### src/rtl/cpu_pkg.sv
// Shared CPU decode-path definitions: immediate extension modes and the
// occupancy encoding used by the pipelined immediate-extension stage.
`timescale 1ns/1ps
package cpu_pkg;

  typedef logic [1:0] ext_mode_t;

  localparam ext_mode_t EXT_SIGN   = 2'b00;
  localparam ext_mode_t EXT_ZERO   = 2'b01;
  localparam ext_mode_t EXT_UPPER  = 2'b10;
  localparam ext_mode_t EXT_BRANCH = 2'b11;

  // Occupancy of the main/skid register pair.
  typedef enum logic [1:0] {
    EMPTY = 2'd0,
    ONE   = 2'd1,
    TWO   = 2'd2
  } stage_state_t;

endpackage

### src/rtl/imm_extend_core.sv
// Combinational immediate extender: maps (imm, mode) to an OUT_W-bit result.
// Shared by the registered extend stage and the decoder bypass path.
`timescale 1ns/1ps
module imm_extend_core
  import cpu_pkg::*;
#(
  parameter int IN_W  = 16,
  parameter int OUT_W = 32
) (
  input  logic [IN_W-1:0]  imm,
  input  ext_mode_t        mode,
  output logic [OUT_W-1:0] result
);

  localparam int E = OUT_W - IN_W;

  if (IN_W < 2) begin : g_bad_in_w
    $error("imm_extend_core: IN_W must be >= 2");
  end
  if (OUT_W < IN_W) begin : g_bad_out_w
    $error("imm_extend_core: OUT_W must be >= IN_W");
  end

  logic [OUT_W-1:0] sign_res;
  logic [OUT_W-1:0] zero_res;
  logic [OUT_W-1:0] upper_res;

  // Size casts widen only, so the signed cast replicates the top bit.
  assign sign_res = OUT_W'($signed(imm));
  assign zero_res = OUT_W'(imm);

  if (E == 0) begin : g_upper_flush
    assign upper_res = imm;
  end else begin : g_upper_pad
    assign upper_res = {imm, {E{1'b0}}};
  end

  always_comb begin
    result = sign_res;
    case (mode)
      EXT_SIGN:   result = sign_res;
      EXT_ZERO:   result = zero_res;
      EXT_UPPER:  result = upper_res;
      EXT_BRANCH: result = sign_res << 2;
    endcase
  end

endmodule

### src/rtl/imm_extend_stage.sv
// Registered immediate-extension stage with a 2-entry skid buffer; in_ready
// is decoded from the occupancy register only, never from out_ready.
`timescale 1ns/1ps
module imm_extend_stage
  import cpu_pkg::*;
#(
  parameter int IN_W  = 16,
  parameter int OUT_W = 32
) (
  input  logic             clk,
  input  logic             reset,
  input  logic             in_valid,
  output logic             in_ready,
  input  logic [IN_W-1:0]  in_imm,
  input  ext_mode_t        in_mode,
  output logic             out_valid,
  input  logic             out_ready,
  output logic [OUT_W-1:0] out_data,
  output ext_mode_t        out_mode
);

  stage_state_t     state_reg, state_next;
  logic [OUT_W-1:0] main_data_reg, skid_data_reg;
  ext_mode_t        main_mode_reg, skid_mode_reg;
  logic [OUT_W-1:0] ext_result;

  logic accept, drain;
  logic load_main, load_skid, main_from_skid;

  imm_extend_core #(
    .IN_W  (IN_W),
    .OUT_W (OUT_W)
  ) u_core (
    .imm    (in_imm),
    .mode   (in_mode),
    .result (ext_result)
  );

  assign in_ready  = (state_reg != TWO);
  assign out_valid = (state_reg != EMPTY);
  assign out_data  = main_data_reg;
  assign out_mode  = main_mode_reg;

  assign accept = in_valid && in_ready;
  assign drain  = out_valid && out_ready;

  always_comb begin
    state_next     = state_reg;
    load_main      = 1'b0;
    load_skid      = 1'b0;
    main_from_skid = 1'b0;
    case (state_reg)
      EMPTY: begin
        if (accept) begin
          load_main  = 1'b1;
          state_next = ONE;
        end
      end
      ONE: begin
        if (accept && drain) begin
          load_main = 1'b1;
        end else if (accept) begin
          load_skid  = 1'b1;
          state_next = TWO;
        end else if (drain) begin
          state_next = EMPTY;
        end
      end
      TWO: begin
        // in_ready is low here, so only a drain can move the state.
        if (drain) begin
          load_main      = 1'b1;
          main_from_skid = 1'b1;
          state_next     = ONE;
        end
      end
      default: state_next = EMPTY;
    endcase
  end

  always_ff @(posedge clk or posedge reset) begin
    if (reset) begin
      state_reg     <= EMPTY;
      main_data_reg <= '0;
      main_mode_reg <= EXT_SIGN;
      skid_data_reg <= '0;
      skid_mode_reg <= EXT_SIGN;
    end else begin
      state_reg <= state_next;
      if (load_main) begin
        main_data_reg <= main_from_skid ? skid_data_reg : ext_result;
        main_mode_reg <= main_from_skid ? skid_mode_reg : in_mode;
      end
      if (load_skid) begin
        skid_data_reg <= ext_result;
        skid_mode_reg <= in_mode;
      end
    end
  end

endmodule

### config.mk
export PLATFORM = sky130hd
export DESIGN_NAME = imm_extend_stage
export DESIGN_NICKNAME = d
export VERILOG_FILES = /design/src/rtl/cpu_pkg.sv /design/src/rtl/imm_extend_core.sv /design/src/rtl/imm_extend_stage.sv
export SDC_FILE = /design/constraint.sdc
export NUM_CORES = 1
export LEC_CHECK = 0
export BUFFER_PORTS_ARGS = -buffer_cell sky130_fd_sc_hd__buf_2
export CORE_UTILIZATION = 47
export CTS_CLUSTER_DIAMETER = 40
export DETAILED_ROUTE_END_ITERATION = 16
export HOLD_SLACK_MARGIN = 0.05
export PLACE_DENSITY = 0.7
export SYNTH_ARGS = -nofsm -noshare
export SYNTH_HDL_FRONTEND = slang
export SYNTH_SLANG_ARGS = --single-unit
### constraint.sdc
create_clock -name clk -period 2.68 [get_ports clk]
set_input_delay 0.402 -clock clk [delete_from_list [all_inputs] [get_ports clk]]
set_output_delay 0.402 -clock clk [all_outputs]
set_load 0.02 [all_outputs]
==> results by stage, run 1 <==
Synthesis:
- For this run, the leading register cell type out of synthesis is sky130_fd_sc_hd__dfrtp_1.
- Sorting the synthesized cells by area gives the leading types as sky130_fd_sc_hd__dfrtp_1 (47%), sky130_fd_sc_hd__nand2_1 (7.0%), sky130_fd_sc_hd__a21oi_1 (5.9%).
- The part of the Yosys area used for sequential elements is 47.25%.
- The post-synthesis cell type with the largest combined area is sky130_fd_sc_hd__dfrtp_1.
- After synthesis the netlist holds a flip-flop and latch count of 70.
- The post-synthesis instance total is 372.
- Counting flops with a built-in enable in the synthesized netlist gives 0.
- The synthesized area divided by synthesized cell count is 9.966 µm².
- Counting distinct cell types in the post-synthesis netlist gives 36.
- For this run, the number of Yosys warnings is 0.
- When the netlist entered floorplanning its net count stood at 394.
- The post-synthesis async set-or-reset flop share is 100.0%.
- The combined area of all synthesized cells is 3707 µm².
- The fraction of post-synthesis cell area in the top cell type by area is 47.25%.

Timing:
- Hold is met by 144.2 ps.
- Setup repair after global routing left no endpoint under its margin.
- The final critical-path share of the clock period is 67.14%.
- The final critical-path required period is 1799 ps.
- The max-slew violation total from the final report is 0.
- The post-route clock skew is 7.879 ps.
- Timing would allow up to 0.5558 GHz.
- The final critical-path setup slack is 880.6 ps.
- The count of endpoints failing hold in the final timing report is 0.
- Setup violations remaining at the end of the flow were counted as 0.
- The summed negative setup slack over all endpoints is 0 ps.
- For the pin with the worst max-slew slack, the measured transition is 672.6 ps.
- In this run the tightest slew margin relative to its limit is 54.55%.

Worst setup path:
- The buffering stage count on the worst path with inverters included is 1.
- Data arrives at the worst endpoint at 2040 ps.
- The delay contributed by the slowest stage of the critical path is 580 ps.
- The top fanout value on the critical path is 11.
- Traced cell by cell, the critical path runs through nor2b_2 -> buf_4 -> a2111oi_4 -> o31ai_1.
- The worst setup slack for register-to-register paths is 880 ps.
- By startpoint and endpoint, the worst setup path is classified as reg2reg.
- Data on the critical path is required at its endpoint by 2920 ps.
- STA classifies the critical path endpoint as a flop.
- On the critical path the largest part of the delay comes from simple AND/OR/NAND/NOR gates.
- The worst setup path is launched from a flop.
- The master of the slowest instance on the critical path is sky130_fd_sc_hd__nor2b_2.
- The total number of cells along the worst setup path is 4.
- The number of cells on the worst reg-to-reg path is 4.

Placement:
- The final weighted congestion of routability-driven global placement is 0.7281.
- Once detailed placement completed, the half-perimeter wirelength came to 5599 µm.
- Summing all placed instances gives a cell area of 3999 µm².
- The port buffer count is 57.
- Prior to clock tree synthesis, the placed netlist has a worst setup slack of 865.1 ps.

Route:
- The number of DRC markers in iteration 0 is 174.
- The first detailed-routing pass took 10 iterations.
- The final routed DRC violation total is 1.
- The final antenna-violating net count is 0.
- The wire length per cell is 15.87 µm.
- The number of vias per cell is 5.606.
- The overall routed net length is 8298 µm.
- The final route contains 2932 vias.

GRT:
- Global routing finished with a remaining overflow of 0.
- The largest net degree at the start of global routing is 67.
- The initial antenna violation count is 0.
- The wire length of the first global-routing pass is 14300 µm.
- The via count of the first global-routing pass is 2853.
- The overall track demand over capacity in global routing is 22.02%.

Floorplanning:
- The die outline area is 8247 µm².
- The core region is 7687 µm².
- The floorplan has 32 rows.
- The die is 90.82 µm wide.
- For this configuration, the core starts out at a cell density of 48.23%.
- The number of ports placed on the die boundary is 58.
- The height of the die is 90.82 µm.

Cells and area:
- The post-route netlist has 29.22% of its cells at a drive strength greater than 1.
- Once layout is done, the placed cells without fillers occupy 4233 µm².
- The area growth from synthesis to layout is 14.17%.
- The count of fill cells added during filler insertion is 702.
- The final layout contains 438 nets.
- The final antenna diode count is 0.

Power and ir drop:
- The peak ir drop on the vdd network is 0.3879 mV.
- The final total power is 3.684 mW.
- The static leakage is 1.819 nW.
- The ratio of total power to cell area is 870.3 nW/µm².

Clocking:
- The H-tree was split into 3 levels.
- The insertion delay to the later sink of the worst-skew pair is 340 ps.
- CTS placed an instance of sky130_fd_sc_hd__clkbuf_8 at the clock tree root.
- The setup fix buffers added after clock tree synthesis is 0.
- Counting the buffers created by CTS gives 9.
- The clock input transition at the sequential cells of the worst setup and hold paths is 80 ps.
- After clock tree synthesis, the flow added hold-fix buffers numbering 0.
- Clock tree synthesis found a total of 70 sinks.
- In this run the deepest clock path goes through 2 buffers.
- The TritonCTS clock tree is yes.
- Gates resized during post-CTS repair numbered 0.

Status:
- The checks that failed: design-rule violations.
- The run finished, with violations left.

Job:
- The number of maximum-capacitance constraint violations is 0.

Worst hold path:
- The path class of the lowest-slack min-delay path is in2async.
## Yosys cell counts (2+ instances only)
cell                        number
sky130_fd_sc_hd__dfrtp_1        70
sky130_fd_sc_hd__nand2_1        69
sky130_fd_sc_hd__a21oi_1        44
sky130_fd_sc_hd__o21ai_0        33
sky130_fd_sc_hd__inv_1          20
sky130_fd_sc_hd__buf_2          19
sky130_fd_sc_hd__nor2b_1        16
sky130_fd_sc_hd__mux2_2         15
sky130_fd_sc_hd__o31ai_1        14
sky130_fd_sc_hd__o221ai_2        9
sky130_fd_sc_hd__o221ai_1        8
sky130_fd_sc_hd__buf_4           7
sky130_fd_sc_hd__a2111oi_0       5
sky130_fd_sc_hd__a2111oi_4       5
sky130_fd_sc_hd__a2111oi_2       4
sky130_fd_sc_hd__buf_6           3
sky130_fd_sc_hd__clkbuf_1        3
sky130_fd_sc_hd__nand2b_1        3
sky130_fd_sc_hd__nand3b_1        3
sky130_fd_sc_hd__o21ai_1         3
sky130_fd_sc_hd__a31oi_1         2
sky130_fd_sc_hd__nand4b_1        2
sky130_fd_sc_hd__nor2_1          2
## metal layers
layer  up-vias  wire (µm)  global-route usage (%)
met2        72       3895                   34.28
met1      1440       3962                   30.47
li1       1409          -                       -
met5         -          0                       0
met4         0        105                   9.788
met3        11        334                   3.367
## kinds of logic after synthesis
group                  synth area share [%]
AOI/OAI and AO/OA                     26.86
and+or+nand+nor                       13.20
DFF                                   47.25
buffers and inverters                 7.863
muxes                                 4.826
## worst paths after layout
path                                               startpoint                      endpoint
max in group asynchronous                               reset      out_data[16]$_DFFE_PP0P_
min in group clk                                    out_ready      state_reg[1]$_DFFE_PP0P_
worst min-delay path                                    reset  skid_mode_reg[0]$_DFFE_PP0P_
worst max register to register       state_reg[0]$_DFFE_PP0P_       out_data[3]$_DFFE_PP0P_
worst min register to register  skid_data_reg[13]$_DFFE_PP0P_      out_data[13]$_DFFE_PP0P_
worst max-delay path                 state_reg[0]$_DFFE_PP0P_       out_data[3]$_DFFE_PP0P_
## layout make-up
class | count | area [µm²] | area share, %
Multi-Input combinational cell | 248 | 1672 | 39.49
Sequential cell | 70 | 1752 | 41.38
Tap cell | 102 | 127.6 | 3.015
Inverter | 20 | 75.07 | 1.774
Clock buffer | 13 | 168.9 | 3.991
Timing Repair Buffer | 67 | 372.9 | 8.809
Clock inverter | 3 | 65.06 | 1.537
## stage by stage
step           util, %  instances
2_1_floorplan        -        372
4_1_cts          55.06        523
6_report         55.06        523
3_5_place_dp     52.02        507
5_1_grt          55.06        523
3_3_place_gp     52.02        507
## report_power, final
group,internal [mW],switching (mW)
logic,0.403,0.690
clock network,0.600,0.389
registers,1.41,0.196
total,2.41,1.27
## cells in the final DEF, fill, tap and decap left out
master                      instances
sky130_fd_sc_hd__o22ai_1            1
sky130_fd_sc_hd__mux2i_1            1
sky130_fd_sc_hd__nor2b_2            1
sky130_fd_sc_hd__mux2_2            15
sky130_fd_sc_hd__a2111oi_4          5
sky130_fd_sc_hd__nor2_1             2
sky130_fd_sc_hd__clkbuf_1           1
sky130_fd_sc_hd__clkbuf_8          12
sky130_fd_sc_hd__nand2_1           69
sky130_fd_sc_hd__and2_4             1
sky130_fd_sc_hd__and3b_1            1
sky130_fd_sc_hd__o21ai_0           33
sky130_fd_sc_hd__o21ai_1            3
sky130_fd_sc_hd__a2111oi_2          4
sky130_fd_sc_hd__o31ai_1           14
sky130_fd_sc_hd__inv_1             19
sky130_fd_sc_hd__or2_2              1
sky130_fd_sc_hd__nand2b_1           3
sky130_fd_sc_hd__a21oi_1           44
sky130_fd_sc_hd__nand4b_1           2
sky130_fd_sc_hd__clkinv_2           1
sky130_fd_sc_hd__nand3b_1           3
sky130_fd_sc_hd__o221ai_1           8
sky130_fd_sc_hd__a31oi_1            2
sky130_fd_sc_hd__nand4bb_2          1
sky130_fd_sc_hd__nand2_2            1
sky130_fd_sc_hd__o21ai_4            1
sky130_fd_sc_hd__buf_12             1
sky130_fd_sc_hd__inv_2              1
sky130_fd_sc_hd__o221ai_2           9
sky130_fd_sc_hd__buf_2             57
sky130_fd_sc_hd__dfrtp_1           70
sky130_fd_sc_hd__buf_4              9
sky130_fd_sc_hd__nor4bb_1           1
sky130_fd_sc_hd__a32oi_1            1
sky130_fd_sc_hd__nor2b_1           15
sky130_fd_sc_hd__bufinv_16          2
sky130_fd_sc_hd__a2111oi_0          5
sky130_fd_sc_hd__nor3b_2            1
Note: power is estimated with default switching activity, not from simulation.
==> run 2, diff against run 1 <==
ABC_AREA = 1   (was not set)
PLACE_DENSITY = 0.73   (was 0.7)
clock period = 1.45 ns   (was 2.68 ns; I/O delays follow)
==> run 2 against run 1 <==
Against the previous run:
- the run now ends clean
- via count increased by 9.3%
- synthesized area decreased by 4.8%
- first-iteration DRC count increased by 82%
- critical path type is now reg2out
==> results by stage, run 2 <==
Status:
- The run finished with clean final reports.

Synthesis:
- The synthesized area divided by synthesized cell count was 7.809 µm² (-22%).
- The post-synthesis instance total is 452 (+22%).
- The proportion of synthesized area in mux cells is 0% (-4.8 points).
- The area fraction in compound gates after synthesis is 3.438% (-23 points).
- The total of warnings raised by yosys came to 0 (unchanged).
- The fraction of the mapped netlist area in adder cells came to 0% (unchanged).
- The part of the Yosys area used for sequential elements came to 49.63% (+2.4 points).
- The post-synthesis simple-gate area fraction is 38.89% (+26 points).
- The net count after synthesis is 474 (+20%).
- The combined area of all synthesized cells is 3530 µm² (-4.8%).
- The post-synthesis async set-or-reset flop share is 100.0% (unchanged).
- The total of flip-flops plus latches after synthesis was 70 (unchanged).
- The cell with the most instances after synthesis is sky130_fd_sc_hd__nand2_1.
- The post-synthesis cell type with the largest combined area is sky130_fd_sc_hd__dfrtp_1.
- The area share of xor/xnor cells in the synthesized design came to 0% (unchanged).
- By area, the combinational part of the netlist is dominated by simple AND/OR/NAND/NOR gates.
- The most frequently used flop master after synthesis is sky130_fd_sc_hd__dfrtp_1.
- The number of flops mapped to enable cells by yosys came to 0 (unchanged).
- The count of distinct cell types in the synthesized netlist is 22 (-39%).
- By area the synthesized netlist is led by sky130_fd_sc_hd__dfrtp_1 (50%), sky130_fd_sc_hd__nand2_1 (20%), sky130_fd_sc_hd__nand3_1 (16%).
- The fraction of post-synthesis cell area in the top cell type by area is 49.63% (+2.4 points).
- In the synthesized netlist, the cells that appear most often are sky130_fd_sc_hd__nand2_1 (187), sky130_fd_sc_hd__nand3_1 (110), sky130_fd_sc_hd__dfrtp_1 (70), sky130_fd_sc_hd__inv_1 (21), sky130_fd_sc_hd__o21ai_0 (16).

Worst setup path:
- The path type of the worst setup path is reg2out.
- The critical path starts at state_reg[0]$_DFFE_PP0P_.
- The endpoint type of the worst setup path is an output port.
- The critical path data required time was 1230 ps (-1690 ps).
- The slowest stage of the critical path belongs to the cell sky130_fd_sc_hd__dfrtp_1.
- The startpoint of the lowest-slack register-to-register path is state_reg[1]$_DFFE_PP0P_.
- The delay contributed by the slowest stage of the critical path is 420 ps (-160 ps).
- The top fanout value on the critical path is 4 (-7).
- The worst setup path is launched from a flop.
- The data arrival time of the worst path is 1150 ps (-890 ps).
- The critical path goes through inv_2 -> nand2_2 -> buf_2.

Timing:
- Setup repair after global routing left no endpoint under its margin.
- The count of endpoints failing hold in the final timing report came to 0 (unchanged).
- The summed negative setup slack over all endpoints is 0 ps (unchanged).
- Dividing the final minimum period by the clock period gives 94.18%.
- The max-slew violation total from the final report is 0 (unchanged).
- The measured slew at the worst slew-check pin is 526.3 ps (-146.3 ps).
- The final critical-path setup slack is 84.38 ps (-796.3 ps).
- The headroom to the max-slew limit is 64.81% (+10 points).
- The fmax is 0.7323 GHz.
- The post-route clock skew came to 7.406 ps (-0.4732 ps).
- The worst path in the final design needs a cycle of 1366 ps, including I/O delays and setup.
- The total of endpoints with negative setup slack in the final report is 0 (unchanged).
- The minimum hold slack is 94.86 ps (-49.31 ps).

Cells and area:
- The library cells used most frequently in the layout, excluding fill and tap cells, are sky130_fd_sc_hd__nand2_1 (187), sky130_fd_sc_hd__nand3_1 (110), sky130_fd_sc_hd__dfrtp_1 (70), sky130_fd_sc_hd__buf_2 (57), sky130_fd_sc_hd__inv_1 (19).
- The final antenna diode count is 0 (unchanged).
- The area added between synthesis and finish is 16.77%.
- The count of fill cells added during filler insertion is 696 (-0.85%).
- The fraction of final layout cells sized beyond drive strength 1 is 19.57% (-9.6 points).
- The most common library cell in the layout ignoring fill and taps is sky130_fd_sc_hd__nand2_1.
- The multi-input logic area was 1494 µm² (-11%).
- The area occupied by registers is 1752 µm² (unchanged).
- The layout net count came to 529 (+21%).

GRT:
- The overall overflow remaining after global route was 0 (unchanged).
- The met1 track demand over resource was 32.50% (+2.0 points).
- The met2 track demand over resource came to 38.67% (+4.4 points).
- The initial antenna violation count is 0 (unchanged).
- The global routing usage on met3 is 4.664% (+1.3 points).
- The largest net degree at the start of global routing is 71 (+6.0%).
- The via count of the first global-routing pass was 2949 (+3.4%).
- After global routing, the most crowded layer is met2.
- The overall track demand over capacity in global routing came to 24.46% (+2.4 points).
- The wire length of the first global-routing pass is 14350 µm (+0.34%).

Route:
- The number of vias per cell came to 5.256 (-6.2%).
- The routed via count is 3206 (+9.3%).
- The final antenna-violating net count came to 0 (unchanged).
- The overall routed net length is 8633 µm (+4.0%).
- The final routed DRC violation total is 0 (-1).
- The wire length per cell was 14.15 µm (-11%).
- The detailed-routing iteration count for the pre-antenna-repair pass is 7 (-3).
- The number of DRC markers in iteration 0 is 317 (+82%).

Job:
- The number of maximum-capacitance constraint violations came to 0 (unchanged).

Clocking:
- TritonCTS built the clock tree.
- The H-tree depth reported by CTS is 3 (unchanged).
- The count of clock tree sinks came to 70 (unchanged).
- The total clock buffers created by CTS is 9 (unchanged).
- The insertion delay to the later sink of the worst-skew pair is 350 ps (about the same).
- The clock tree root driver cell is sky130_fd_sc_hd__clkbuf_8.
- The deepest clock path buffer count came to 2 (unchanged).
- The clock input transition at the sequential cells of the worst setup and hold paths is 70 ps (about the same).

Floorplanning:
- The total number of placement rows came to 31 (-3.1%).
- The core region area was 7253 µm² (-5.6%).
- The floorplan die width is 88.66 µm (-2.4%).
- The effective utilization at floorplan came to 48.66% (+0.44 points).
- The height of the die was 88.66 µm (-2.4%).
- The number of ports placed on the die boundary is 58 (unchanged).
- The die outline area was 7861 µm² (-4.7%).

Worst hold path:
- The path class of the lowest-slack min-delay path is in2reg.
- In this run the most critical hold path is launched from in_valid.

Power and ir drop:
- The ratio of total power to cell area came to 1451 nW/µm² (+67%).
- The peak ir drop on the vdd network is 0.7135 mV (+84%).
- The fraction of power spent switching nets is 34.54% (-0.051 points).
- The clock network fraction of design power is 25.7% (-1.1 points).
- The static leakage is 2.215 nW (+22%).
- The portion of total power attributed to combinational logic is 28.2% (-1.5 points).
- The internal power contribution was 3.915 mW (+62%).
- The share of total power in sequential cells was 46.1% (+2.6 points).
- The final total power is 5.980 mW (+62%).
- The reported net switching power came to 2.066 mW (+62%).

Placement:
- The final weighted congestion of routability-driven global placement is 0.8571 (+18%).
- The HPWL after detailed placement is 5830 µm (+4.1%).
- The port buffer count is 57 (unchanged).
- The setup slack after placement is 123.2 ps (-741.9 ps).
## run 2: cell count changes in the layout (fill, tap and decap cells not counted), sizes merged, moves of 4 or more
cell / change
nand3: +111
mux2: -15
inv: +5
nor2: +4
o221ai: -17
nor2b: -16
a21oi: -44
o21ai: -18
o31ai: -13
a2111oi: -14
nand2: +122
## run 2: path summary, 6_finish.rpt
check | endpoint | slack [ps] | depth (start not counted)
min | state_reg[0]$_DFFE_PP0P_ | 90 | 2
min in group asynchronous | state_reg[0]$_DFFE_PP0P_ | 500 | 4
max | in_ready | 80 | 3
max in group asynchronous | skid_data_reg[2]$_DFFE_PP0P_ | 630 | 4
min reg2reg | skid_data_reg[31]$_DFFE_PP0P_ | 470 | 2
max reg2reg | skid_mode_reg[0]$_DFFE_PP0P_ | 160 | 6
## run 2: power groups by stage
stage	registers [mW]	logic, mW	clock network, mW
after detailed placement	2.79	1.69	0
after floorplan	3.04	0.887	0
after CTS	2.75	1.70	1.56
after global placement	2.76	1.66	0
after global routing	2.82	1.90	1.65
final	2.76	1.69	1.54
## run 2: final cells by class
type	count	area share, %
flip-flops and latches	70	42.50
repair buffers	70	11.17
inverters	26	2.641
well taps	99	3.005
multi-input cells	330	36.25
clock inverters	1	0.7286
clock buffers	14	3.704
## run 2: logic make-up (layout without fill, tap and decap cells)
logic type             Yosys count  count (layout)
AO/OA/AOI/OAI                   21              21
AND/OR/NAND/NOR                309             309
flip-flops                      70              70
buffers and inverters           52             111
## run 2: layer usage
layer / wire [µm] / vias up
met1: 3871 / 1498
met4: 227 / 0
met2: 4103 / 121
met5: 0 / -
met3: 431 / 18
li1: - / 1569
## run 2: what timing repair did
item,in CTS,in global routing
endpoints found under the hold margin,70,0
setup buffers,0,0
hold buffers,1,0
setup endpoints to repair,0,1
gates resized for setup,0,1
## run 2: metrics by stage
step                cell area, µm²  utilization, %  cells
global placement              3929           54.17    594
detailed placement            3929           54.17    594
finish                        4121           56.82    610
global route                  4121           56.82    610
CTS                           4121           56.82    610
floorplan                     3533               -    452
## run 2: critical path, delay by kind of cell (launching register included)
kind | cells | cell delay [ps]
buf+inv | 2 | 290
flops | 1 | 420
simple gates | 1 | 90
==> run 3, diff against run 2 <==
CTS_BUF_LIST = sky130_fd_sc_hd__clkbuf_4 sky130_fd_sc_hd__clkbuf_8   (was not set)
TNS_END_PERCENT = 100   (was not set)
==> run 3 against run 2 <==
Against the previous run:
- design area is 0.36% higher
- non-clock buffer count unchanged
- clock skew down 0.76 ps
- critical path depth stayed put
- worst hold slack improved by 0.69 ps
- largest cell class unchanged
==> results by stage, run 3 (synthesized netlist as in run 2, its figures left out) <==
Route:
- The wire length per cell is 14.33 µm (+1.2%).
- The number of DRC markers in iteration 0 was 357 (+13%).
- The routed via count is 3252 (+1.4%).
- The number of vias per cell was 5.331 (+1.4%).
- The final antenna-violating net count came to 0 (unchanged).
- The final routed DRC violation total is 0 (unchanged).
- The detailed-routing iteration count for the pre-antenna-repair pass is 5 (-2).
- The overall routed net length is 8739 µm (+1.2%).

Timing:
- The max-slew violation total from the final report was 0 (unchanged).
- The fmax came to 0.7324 GHz (about the same).
- The count of endpoints failing hold in the final timing report was 0 (unchanged).
- The final critical-path share of the clock period is 94.16% (about the same).
- The measured slew at the worst slew-check pin is 528.9 ps (+2.549 ps).
- The headroom to the max-slew limit came to 64.64% (-0.17 points).
- The final critical-path required period came to 1365 ps (-0.2756 ps).
- The post-route clock skew is 6.643 ps (-0.7621 ps).
- The final critical-path setup slack is 84.66 ps (+0.2756 ps).
- Setup repair after global routing left no endpoint under its margin.
- The summed negative setup slack over all endpoints is 0 ps (unchanged).
- The total of endpoints with negative setup slack in the final report is 0 (unchanged).

Worst hold path:
- The path class of the lowest-slack min-delay path is in2reg.

Clocking:
- The clock tree root driver cell is sky130_fd_sc_hd__clkbuf_8.
- The deepest clock path buffer count is 2 (unchanged).
- The TritonCTS clock tree is yes.
- The insertion delay to the later sink of the worst-skew pair is 340 ps (about the same).
- The total clock buffers created by CTS was 9 (unchanged).
- The clock input transition at the sequential cells of the worst setup and hold paths was 70 ps (about the same).
- The count of clock tree sinks is 70 (unchanged).
- The H-tree depth reported by CTS is 3 (unchanged).
- The setup fix buffers added after clock tree synthesis came to 0 (unchanged).

Power and ir drop:
- The static leakage is 2.228 nW (+0.62%).
- The ratio of total power to cell area came to 1465 nW/µm² (+0.96%).
- The peak ir drop on the vdd network came to 0.6545 mV (-8.3%).
- The final total power was 6.060 mW (+1.3%).

Placement:
- The placed instance count was 594 (unchanged).
- The HPWL after detailed placement is 5830 µm (unchanged).
- The setup slack after placement was 123.2 ps (unchanged).
- The port buffer count is 57 (unchanged).
- The final weighted congestion of routability-driven global placement is 0.8571 (unchanged).

Job:
- The number of maximum-capacitance constraint violations is 0 (unchanged).

GRT:
- The overall overflow remaining after global route was 0 (unchanged).
- The largest net degree at the start of global routing is 71 (unchanged).
- The initial antenna violation count is 0 (unchanged).
- The overall track demand over capacity in global routing is 24.74% (+0.28 points).
- The via count of the first global-routing pass was 2957 (+0.27%).
- The wire length of the first global-routing pass is 14500 µm (+1.1%).

Floorplanning:
- The floorplan die width is 88.66 µm (unchanged).
- The height of the die is 88.66 µm (unchanged).
- The total number of placement rows came to 31 (unchanged).
- The core region area was 7253 µm² (unchanged).
- The number of ports placed on the die boundary is 58 (unchanged).
- The die outline area is 7861 µm² (unchanged).
- The effective utilization at floorplan is 48.66% (unchanged).

Cells and area:
- The filler-free cell count of the finished design is 610 (unchanged).
- The final antenna diode count came to 0 (unchanged).
- The area added between synthesis and finish is 17.19%.
- The layout net count is 529 (unchanged).
- Leaving out fill and tap cells, the most frequent cell in the layout is sky130_fd_sc_hd__nand2_1.
- The top cell types in the final layout, fill and taps aside, are sky130_fd_sc_hd__nand2_1 (187), sky130_fd_sc_hd__nand3_1 (110), sky130_fd_sc_hd__dfrtp_1 (70), sky130_fd_sc_hd__buf_2 (57), sky130_fd_sc_hd__inv_1 (19).
- The final cell utilization of the core is 57.03% (+0.21 points).
- The fraction of final layout cells sized beyond drive strength 1 came to 20.35% (+0.78 points).

Worst setup path:
- The path type of the worst setup path is reg2out.
- The endpoint type of the worst setup path is an output port.
- The delay contributed by the slowest stage of the critical path is 420 ps (about the same).
- The data arrival time of the worst path came to 1150 ps (about the same).
- The master of the slowest instance on the critical path is sky130_fd_sc_hd__dfrtp_1.
- The critical path data required time is 1230 ps (about the same).
- The critical path goes through inv_2 -> nand2_2 -> buf_2.
- The cell family contributing the most delay on the critical path is flip-flops.
- The element type at the critical path start is a flop.
- The top fanout value on the critical path is 4 (unchanged).
- The buffering stage count on the worst path with inverters included is 2 (unchanged).

Status:
- The flow ran to the end, and the final reports show no timing, DRC or antenna violations.
run 3: cell counts in the layout (fill, tap and decap cells not counted):
No cell type changed its count.
run 3: final timing paths:
| check | depth (start not counted) | slack (ps) | end | from |
|---|---|---|---|---|
| min reg2reg | 2 | 470 | out_data[6]$_DFFE_PP0P_ | out_data[6]$_DFFE_PP0P_ |
| min in group asynchronous | 4 | 500 | state_reg[1]$_DFFE_PP0P_ | reset |
| max | 3 | 80 | in_ready | state_reg[0]$_DFFE_PP0P_ |
| max in group asynchronous | 4 | 620 | skid_data_reg[15]$_DFFE_PP0P_ | reset |
| max reg2reg | 6 | 170 | skid_mode_reg[0]$_DFFE_PP0P_ | state_reg[1]$_DFFE_PP0P_ |
| min | 2 | 100 | state_reg[0]$_DFFE_PP0P_ | in_valid |
run 3: per-layer routing:
layer / GRT usage [%] / vias up / wire length (µm) / share of wire (%)
li1: - / 1567 / - / -
met1: 33.21 / 1531 / 3888 / 44
met2: 38.67 / 134 / 4118 / 47
met3: 4.944 / 20 / 502 / 5.7
met4: 11.44 / 0 / 230 / 2.6
met5: 0 / - / 0 / 0
run 3: where the power goes:
| group | internal, mW | switching, mW | leakage, nW |
|---|---|---|---|
| Clock | 0.912 | 0.703 | 0.104 |
| Combinational | 0.583 | 1.11 | 1.23 |
| Sequential | 2.49 | 0.262 | 0.893 |
run 3: area by class of cell:
class / count / area [µm²]
inverters: 26 / 108.9
fillers: 692 / 3117
multi-input cells: 330 / 1494
repair buffers: 70 / 460.4
flip-flops and latches: 70 / 1752
clock inverters: 1 / 30.03
clock buffers: 14 / 167.7
well taps: 99 / 123.9
run 3: what timing repair did:
item	4_1_cts	5_1_grt
hold buffers	1	0
endpoints found under the hold margin	70	0
gates resized for setup	0	1
setup endpoints to repair	0	1
run 3: worst reg2reg max path, stage by stage, from the launching register on:
cell and delay (ps):
sky130_fd_sc_hd__dfrtp_1 470, sky130_fd_sc_hd__inv_2 100, sky130_fd_sc_hd__nand2_2 80, sky130_fd_sc_hd__nor2_4 190, sky130_fd_sc_hd__inv_4 160, sky130_fd_sc_hd__nand2_1 110
sky130_fd_sc_hd__o21ai_2 50
run 3: per-stage QoR:
step	instance area [µm²]	hold WS (ps)
2_1_floorplan	3533	313.2
3_3_place_gp	3929	348.4
3_5_place_dp	3929	351.6
4_1_cts	4136	88.46
5_1_grt	4136	89.24
6_report	4136	95.55
